$ cat config.mk
export PLATFORM = sky130hd
export DESIGN_NAME = hud_timer_overlay
export DESIGN_NICKNAME = d
export VERILOG_FILES = /design/src/rtl/hud_pkg.sv /design/src/rtl/digit_font_rom.sv /design/src/rtl/hud_timer_overlay.sv
export SDC_FILE = /design/constraint.sdc
export NUM_CORES = 1
export LEC_CHECK = 0
export ABC_AREA = 1
export ABC_CLOCK_PERIOD_IN_PS = 2400
export CAP_MARGIN = 20
export CORE_MARGIN = 3
export CORE_UTILIZATION = 45
export CTS_BUF_LIST = sky130_fd_sc_hd__clkbuf_8 sky130_fd_sc_hd__clkbuf_16
export CTS_CLUSTER_DIAMETER = 80
export DETAILED_ROUTE_END_ITERATION = 6
export PLACE_DENSITY = 0.74
export REMOVE_ABC_BUFFERS = 1
export SKIP_CTS_REPAIR_TIMING = 1
export SLEW_MARGIN = 5
export SYNTH_ARGS = -nofsm -noshare
export SYNTH_HDL_FRONTEND = slang
export SYNTH_SLANG_ARGS = --single-unit
$ cat constraint.sdc
create_clock -name vga_clk -period 2.4 [get_ports vga_clk]
set_input_delay 0.48 -clock vga_clk [delete_from_list [all_inputs] [get_ports vga_clk]]
set_output_delay 0.48 -clock vga_clk [all_outputs]
set_load 0.05 [all_outputs]
$ cat src/rtl/hud_pkg.sv
// Shared types and constants for the HUD timer overlay: colours, glyph geometry,
// region codes and the stage-1 pixel payload.
package hud_pkg;

    localparam int unsigned GLYPH_W = 8;
    localparam int unsigned GLYPH_H = 16;
    localparam int unsigned COL_W   = 3;
    localparam int unsigned ROW_W   = 4;
    localparam int unsigned RGB_W   = 16;
    localparam int unsigned COORD_W = 10;

    typedef logic [RGB_W-1:0] rgb565_t;
    typedef logic [3:0]       bcd_digit_t;

    localparam rgb565_t BORDER_COLOUR_DEF = 16'h5746;
    localparam rgb565_t FG_COLOUR_DEF     = 16'hFFFF;
    localparam rgb565_t BG_COLOUR_DEF     = 16'h0000;

    typedef enum logic [1:0] {
        REG_OUTSIDE,
        REG_TIMER,
        REG_BORDER,
        REG_GAME
    } region_e;

    typedef struct packed {
        region_e          region;
        logic [COL_W-1:0] col;
        rgb565_t          game;
    } stage1_t;

endpackage

$ cat src/rtl/digit_font_rom.sv
// 160x8 digit glyph ROM, address {digit, row}, registered read.
// Row 0 is the top of the glyph; bit 7 is the leftmost column.
module digit_font_rom
    import hud_pkg::*;
(
    input  logic               clk_i,
    input  logic               rst_i,
    input  logic [7:0]         addr_i,
    output logic [GLYPH_W-1:0] data_o
);

    logic [GLYPH_W*GLYPH_H-1:0] glyph_c;
    logic [GLYPH_W-1:0]         data_d;
    logic [GLYPH_W-1:0]         data_q;

    // Whole 16-row glyph per code; codes 10..15 are blank.
    always_comb begin
        glyph_c = '0;
        case (addr_i[7:4])
            4'd0:    glyph_c = 128'h00007CC6C6CEDEF6E6C6C67C00000000;
            4'd1:    glyph_c = 128'h00001838781818181818187E00000000;
            4'd2:    glyph_c = 128'h00007CC6060C183060C0C6FE00000000;
            4'd3:    glyph_c = 128'h00007CC606063C060606C67C00000000;
            4'd4:    glyph_c = 128'h00000C1C3C6CCCFE0C0C0C1E00000000;
            4'd5:    glyph_c = 128'h0000FEC0C0C0FC060606C67C00000000;
            4'd6:    glyph_c = 128'h00003860C0C0FCC6C6C6C67C00000000;
            4'd7:    glyph_c = 128'h0000FEC606060C183030303000000000;
            4'd8:    glyph_c = 128'h00007CC6C6C67CC6C6C6C67C00000000;
            4'd9:    glyph_c = 128'h00007CC6C6C67E0606060C7800000000;
            default: glyph_c = '0;
        endcase
    end

    assign data_d = GLYPH_W'(glyph_c >> {~addr_i[3:0], 3'b000});

    always_ff @(posedge clk_i or posedge rst_i) begin
        if (rst_i) begin
            data_q <= '0;
        end else begin
            data_q <= data_d;
        end
    end

    assign data_o = data_q;

endmodule

$ cat src/rtl/hud_timer_overlay.sv
// Per-pixel compositor: border, BCD elapsed-time readout and game passthrough,
// two-cycle pixel latency, plus the frame-driven seconds counter with blink-on-limit.
module hud_timer_overlay
    import hud_pkg::*;
#(
    parameter int unsigned H_ACTIVE       = 640,
    parameter int unsigned V_ACTIVE       = 480,
    parameter int unsigned BORDER_W       = 8,
    parameter int unsigned DIGITS         = 3,
    parameter int unsigned DIGIT_W        = GLYPH_W,
    parameter int unsigned DIGIT_H        = GLYPH_H,
    parameter int unsigned FRAMES_PER_SEC = 60,
    parameter rgb565_t     BORDER_COLOUR  = BORDER_COLOUR_DEF,
    parameter rgb565_t     FG_COLOUR      = FG_COLOUR_DEF,
    parameter rgb565_t     BG_COLOUR      = BG_COLOUR_DEF
) (
    input  logic                  vga_clk,
    input  logic                  sys_rst,
    input  logic [COORD_W-1:0]    pix_x,
    input  logic [COORD_W-1:0]    pix_y,
    input  logic [RGB_W-1:0]      game_rgb,
    input  logic                  frame_start,
    input  logic                  run,
    input  logic                  clear,
    output logic [RGB_W-1:0]      pix_data,
    output logic [4*DIGITS-1:0]   time_bcd,
    output logic                  time_max
);

    localparam int unsigned TIME_W    = 4 * DIGITS;
    localparam int unsigned FC_W      = (FRAMES_PER_SEC > 1) ? $clog2(FRAMES_PER_SEC) : 1;
    localparam int unsigned DIG_IDX_W = 3;
    localparam int unsigned TIME_X0   = H_ACTIVE / 2 - (DIGITS * DIGIT_W) / 2;
    localparam int unsigned TIME_X1   = TIME_X0 + DIGITS * DIGIT_W;
    localparam int unsigned TIME_Y0   = V_ACTIVE - DIGIT_H;
    localparam logic [TIME_W-1:0] ALL_NINES = {DIGITS{4'h9}};

    logic [FC_W-1:0]      fc_q, fc_d;
    logic [TIME_W-1:0]    time_q, time_d;
    logic                 max_q, max_d;
    logic                 blink_q, blink_d;
    logic                 tick_c;

    stage1_t              s1_q, s1_d;
    rgb565_t              pix_q, pix_d;
    logic [GLYPH_W-1:0]   rom_data;

    logic                 in_active_c, in_box_c, in_border_c, glyph_on_c;
    region_e              region_c;
    logic [COL_W-1:0]     col_c;
    logic [ROW_W-1:0]     row_c;
    logic [DIG_IDX_W-1:0] digit_idx_c;
    bcd_digit_t           nibble_c;

    function automatic logic [TIME_W-1:0] bcd_inc(input logic [TIME_W-1:0] v);
        logic [TIME_W-1:0] r;
        logic              carry;
        r     = v;
        carry = 1'b1;
        for (int i = 0; i < int'(DIGITS); i++) begin
            if (carry) begin
                if (v[4*i +: 4] == 4'd9) begin
                    r[4*i +: 4] = 4'd0;
                end else begin
                    r[4*i +: 4] = v[4*i +: 4] + 4'd1;
                    carry       = 1'b0;
                end
            end
        end
        return r;
    endfunction

    // Stage 0: classify the incoming pixel and address the glyph ROM.
    assign in_active_c = (pix_x < COORD_W'(H_ACTIVE)) && (pix_y < COORD_W'(V_ACTIVE));
    assign in_box_c    = (pix_x >= COORD_W'(TIME_X0)) && (pix_x < COORD_W'(TIME_X1))
                      && (pix_y >= COORD_W'(TIME_Y0));
    assign in_border_c = (pix_x < COORD_W'(BORDER_W)) || (pix_x >= COORD_W'(H_ACTIVE - BORDER_W))
                      || (pix_y < COORD_W'(BORDER_W)) || (pix_y >= COORD_W'(V_ACTIVE - BORDER_W));
    assign col_c       = COL_W'(pix_x - COORD_W'(TIME_X0));
    assign row_c       = ROW_W'(pix_y - COORD_W'(TIME_Y0));
    assign digit_idx_c = DIG_IDX_W'((pix_x - COORD_W'(TIME_X0)) >> COL_W);

    always_comb begin
        region_c = REG_GAME;
        if (!in_active_c) begin
            region_c = REG_OUTSIDE;
        end else if (in_box_c) begin
            region_c = REG_TIMER;
        end else if (in_border_c) begin
            region_c = REG_BORDER;
        end
    end

    // Digit 0 is leftmost and lives in the top nibble.
    always_comb begin
        nibble_c = '0;
        for (int i = 0; i < int'(DIGITS); i++) begin
            if (digit_idx_c == DIG_IDX_W'(i)) begin
                nibble_c = time_q[4*(int'(DIGITS)-1-i) +: 4];
            end
        end
    end

    assign s1_d = '{region: region_c, col: col_c, game: game_rgb};

    digit_font_rom u_font (
        .clk_i  (vga_clk),
        .rst_i  (sys_rst),
        .addr_i ({nibble_c, row_c}),
        .data_o (rom_data)
    );

    // Stage 2: glyph bit select with blink blanking, then colour mux.
    always_comb begin
        glyph_on_c = rom_data[~s1_q.col] & ~blink_q;
        pix_d      = '0;
        case (s1_q.region)
            REG_TIMER:  pix_d = glyph_on_c ? FG_COLOUR : BG_COLOUR;
            REG_BORDER: pix_d = BORDER_COLOUR;
            REG_GAME:   pix_d = s1_q.game;
            default:    pix_d = '0;
        endcase
    end

    // Once saturated the frame counter free-runs to pace the blink, regardless of run.
    always_comb begin
        fc_d    = fc_q;
        time_d  = time_q;
        max_d   = max_q;
        blink_d = blink_q;
        tick_c  = 1'b0;
        if (clear) begin
            fc_d    = '0;
            time_d  = '0;
            max_d   = 1'b0;
            blink_d = 1'b0;
        end else if (frame_start && (run || max_q)) begin
            if (fc_q == FC_W'(FRAMES_PER_SEC - 1)) begin
                fc_d   = '0;
                tick_c = run;
            end else begin
                fc_d = fc_q + FC_W'(1);
            end
            if (tick_c && !max_q) begin
                time_d = bcd_inc(time_q);
                max_d  = (time_d == ALL_NINES);
            end
            if (max_d && ((fc_d == '0) || (fc_d == FC_W'(FRAMES_PER_SEC / 2)))) begin
                blink_d = ~blink_q;
            end
        end
    end

    always_ff @(posedge vga_clk or posedge sys_rst) begin
        if (sys_rst) begin
            s1_q    <= '0;
            pix_q   <= '0;
            fc_q    <= '0;
            time_q  <= '0;
            max_q   <= 1'b0;
            blink_q <= 1'b0;
        end else begin
            s1_q    <= s1_d;
            pix_q   <= pix_d;
            fc_q    <= fc_d;
            time_q  <= time_d;
            max_q   <= max_d;
            blink_q <= blink_d;
        end
    end

    assign pix_data = pix_q;
    assign time_bcd = time_q;
    assign time_max = max_q;

endmodule

==> PnR_summary.wiki, run 1 <==
{| class="wikitable"
! Metric !! Value
|-
| Number of hold violations in the final report || 0
|-
| Period utilization || 98.3%
|-
| Global Route met1 Usage || 32.3%
|-
| Number of antenna-violating nets in the routed design || 0
|-
| Status || finished, final reports clean
|-
| Number of buffers inserted during clock tree synthesis || 9
|-
| Hold crit path type || input port to flop
|-
| Clk sink count || between 60 and 70
|-
| Cells on worst reg2reg path || 13
|-
| Fraction of final layout cells with drive strength greater than 1 || 23.5%
|-
| HPWL after DPL || approximately 9 mm
|-
| Top cell type's share of synthesized area || around two fifths
|-
| Number of DRC violations after detailed-routing iteration 0 || approximately 250
|-
| Mean post-synth cell area || 7.50 µm²
|-
| Yosys warns || 0
|-
| CTS H-Tree Depth || 3
|-
| Routed wire length || between 10 and 15 mm
|-
| Clock latency on the worst-skew pair || 0.33 ns
|-
| Final critical-path required period || 2.36 ns
|-
| First-pass GRT wire length || 18.6 mm
|-
| Starting density of the core || 47.6%
|-
| Number of buffers added on ports || 69
|-
| Pin count of the biggest net entering global routing || 26
|-
| Pins Over Slew Limit || 0
|-
| Maximum number of buffers from clock root to sink || 2
|-
| Detail-routed net length per standard cell || ~15 µm
|-
| WHS Path Cells || 2
|-
| Max-slew headroom at the worst pin || 60.8%
|-
| Area growth from synthesis to final layout || 41.2%
|-
| Static Leakage || ~2.8 nW
|-
| Cell type contributing the most total cell area after synthesis || sky130_fd_sc_hd__dfrtp_1
|-
| Transition time at the pin with the least slew margin || 0.585 ns
|-
| Core Box Area || 0.00846 mm²
|-
| Max VDD drop || 0.000395 V
|-
| Part of the Yosys area used for sequential elements || 39.8%
|-
| Arrival time reported for the critical path endpoint || 2.56 ns
|-
| Initial antenna violation count || 0
|-
| Via/cell ratio || 5.43
|-
| Total power density per cell area || 487 mW/mm²
|-
| Die area || 0.0101 mm²
|-
| Top fanout value on the critical path || 14
|-
| Total power || roughly 2.8 mW
|-
| Worst setup path class || input port to flop
|-
| Global routing's busiest layer || met2
|-
| Most frequently used flop master after synthesis || sky130_fd_sc_hd__dfrtp_1
|-
| Routability congestion estimate || 0.924
|-
| Total iterations of the first detailed-routing run || 5
|-
| Die width || 101 µm
|-
| Antenna Cells || 0
|-
| Number of remaining DRC errors || 0
|-
| Clock transition at path regs || ~0.07 ns
|-
| Post-synthesis cell count || 537
|-
| Post-layout nets || between 700 and 800
|-
| Number of max-cap violations || 0
|-
| Clock tree root driver cell || sky130_fd_sc_hd__clkbuf_8
|-
| Boundary pin count || 70
|-
| Met3 usage || 4.08%
|-
| Total via count in the routed design || 4202
|-
| Final clock skew || 0.0148 ns
|-
| Post-placement setup slack || -0.697 ns
|-
| Crit end category || flop
|-
| Vertical die dimension || 101 µm
|-
| Grt ovf || 0
|-
| RSZ-0062 raised after global routing || true
|-
| Standard-cell rows || 33
|-
| Count of cell types in the netlist || 42
|-
| Post-synthesis instance area || roughly 0.0040 mm²
|-
| Count of flip-flops with a built-in enable after synthesis || 0
|-
| CTS tree || built
|-
| Met2 track utilization from global routing || 36.1%
|-
| Top area cells in the synthesized netlist || sky130_fd_sc_hd__dfrtp_1 (40%), sky130_fd_sc_hd__nand2_1 (13%), sky130_fd_sc_hd__nand3_1 (7.7%), sky130_fd_sc_hd__inv_1 (5.1%), sky130_fd_sc_hd__ha_1 (4.3%)
|-
| Post-synthesis register bit count || between 60 and 70
|-
| Setup slack of the critical path after layout || 0.0405 ns
|-
| Required time at the endpoint of the critical path || 2.60 ns
|-
| Total routing resource utilization after global routing || 22.9%
|-
| Number of global-route vias before repair || 3837
|-
| Timing-limited maximum frequency || ~420 MHz
|-
| Hold slack final || 0.386 ns
|-
| Critical Path Start Type || input port
|-
| Post-synth ARST share || 100%
|-
| Sum Neg Setup Slack || 0 ns
|-
| Final setup fails || 0
|}
-- layout make-up --
type	instances	area, µm²
Fill cell	688	2770
Sequential cell	64	1600
Inverter	59	221
Clock buffer	9	124
Timing Repair Buffer	129	1150
Clock inverter	7	125
Multi-Input combinational cell	401	2340
Tap cell	105	131
-- worst paths after layout --
path | from | to | slack [ns]
setup reg to reg | time_bcd[3]$_DFFE_PP0P_ | blink_q$_DFFE_PP0P_ | 0.14
max in group asynchronous | sys_rst | pix_data[1]$_DFF_PP0_ | 1.29
setup / recovery | pix_x[2] | u_font.data_o[6]$_DFF_PP0_ | 0.04
hold reg to reg | s1_q[7]$_DFF_PP0_ | pix_data[7]$_DFF_PP0_ | 0.47
hold / removal | pix_x[2] | s1_q[18]$_DFF_PP0_ | 0.39
min in group asynchronous | sys_rst | pix_data[7]$_DFF_PP0_ | 0.49
-- state kept, by name, indices dropped and copies added, names as in the netlist --
| register | cells |
|---|---|
| s1_q | 21 |
| pix_data | 16 |
| time_bcd | 12 |
| u_font.data_o | 7 |
| fc_q | 6 |
| blink_q | 1 |
| time_max | 1 |
-- placed cells by master (no fill, tap or decap), types with 3 or more instances in the layout --
master and instances:
sky130_fd_sc_hd__nand3_4 4, sky130_fd_sc_hd__nand2_2 22, sky130_fd_sc_hd__bufinv_16 3, sky130_fd_sc_hd__nor2_1 39, sky130_fd_sc_hd__dfrtp_1 64, sky130_fd_sc_hd__o211ai_1 10, sky130_fd_sc_hd__o21ai_1 8, sky130_fd_sc_hd__nand3_1 52
sky130_fd_sc_hd__o22ai_1 10, sky130_fd_sc_hd__ha_1 11, sky130_fd_sc_hd__nor2_2 4, sky130_fd_sc_hd__nand4_1 7, sky130_fd_sc_hd__clkdlybuf4s50_1 65, sky130_fd_sc_hd__dlymetal6s2s_1 3, sky130_fd_sc_hd__inv_1 48, sky130_fd_sc_hd__inv_6 3
sky130_fd_sc_hd__nor3_1 9, sky130_fd_sc_hd__nand2_4 3, sky130_fd_sc_hd__inv_2 11, sky130_fd_sc_hd__clkbuf_8 9, sky130_fd_sc_hd__a21oi_1 14, sky130_fd_sc_hd__nor2_4 9, sky130_fd_sc_hd__nand2_1 126, sky130_fd_sc_hd__nand3_2 14
sky130_fd_sc_hd__a31oi_1 3, sky130_fd_sc_hd__buf_4 58, sky130_fd_sc_hd__o21ai_0 27
-- metal layers --
layer	part of all wire (%)	routed length [µm]
met5	0	0
met4	1.2	148
met3	8.1	965
met2	47	5520
met1	44	5210
-- metrics by stage --
step	util, %	std cells	cell area, µm²
after floorplan	-	524	3950
after global placement	61.1	752	5170
after detailed placement	61.1	752	5170
after CTS	64.1	768	5420
after global routing	67.2	774	5690
final	67.2	774	5690
-- worst max-delay path, stage by stage --
cell and delay [ns]:
sky130_fd_sc_hd__dlymetal6s2s_1 0.12, sky130_fd_sc_hd__inv_2 0.07, sky130_fd_sc_hd__ha_4 0.17, sky130_fd_sc_hd__inv_1 0.06
sky130_fd_sc_hd__nand2_2 0.08, sky130_fd_sc_hd__nand2_4 0.11, sky130_fd_sc_hd__nor2_4 0.05, sky130_fd_sc_hd__buf_4 0.13
sky130_fd_sc_hd__buf_4 0.14, sky130_fd_sc_hd__nand3_2 0.10, sky130_fd_sc_hd__nand3_4 0.21, sky130_fd_sc_hd__buf_4 0.21
sky130_fd_sc_hd__buf_4 0.12, sky130_fd_sc_hd__nand2_2 0.09, sky130_fd_sc_hd__nand2_1 0.08, sky130_fd_sc_hd__o211ai_1 0.26
sky130_fd_sc_hd__nand2_1 0.09
-- kinds of logic after synthesis --
logic type      Yosys count  share of synthesized area [%]
mux                       1                          0.248
compound gates           85                           12.6
xor+xnor                  2                          0.435
buf+inv                  72                           7.52
simple gates            299                           35.1
flops                    64                           39.8
fa+ha+maj                14                           4.35
-- synth_stat cells, types with 4 or more instances --
library cell,instances
sky130_fd_sc_hd__nor2_2,9
sky130_fd_sc_hd__nand2_2,9
sky130_fd_sc_hd__nand3_2,5
sky130_fd_sc_hd__nand2_1,142
sky130_fd_sc_hd__inv_1,55
sky130_fd_sc_hd__o21ai_1,5
sky130_fd_sc_hd__nor2_1,41
sky130_fd_sc_hd__o211ai_1,10
sky130_fd_sc_hd__a21oi_1,15
sky130_fd_sc_hd__nand4_1,7
sky130_fd_sc_hd__o21ai_0,31
sky130_fd_sc_hd__clkbuf_1,7
sky130_fd_sc_hd__inv_2,4
sky130_fd_sc_hd__dfrtp_1,64
sky130_fd_sc_hd__ha_1,14
sky130_fd_sc_hd__o22ai_1,10
sky130_fd_sc_hd__buf_6,4
sky130_fd_sc_hd__nor3_1,9
sky130_fd_sc_hd__nand3_1,62
-- report_power, final --
| group | internal, mW | switching, mW |
|---|---|---|
| registers | 1.13 | 0.0402 |
| logic | 0.182 | 0.260 |
| clock network | 0.703 | 0.452 |
No activity file was read; power rests on OpenSTA's default activity.
==> run 2, diff against run 1 <==
ABC_CLOCK_PERIOD_IN_PS = unset   (was 2400)
==> results of run 2 <==
Same layout as run 1: the final DEF is identical, and so are final timing and power.
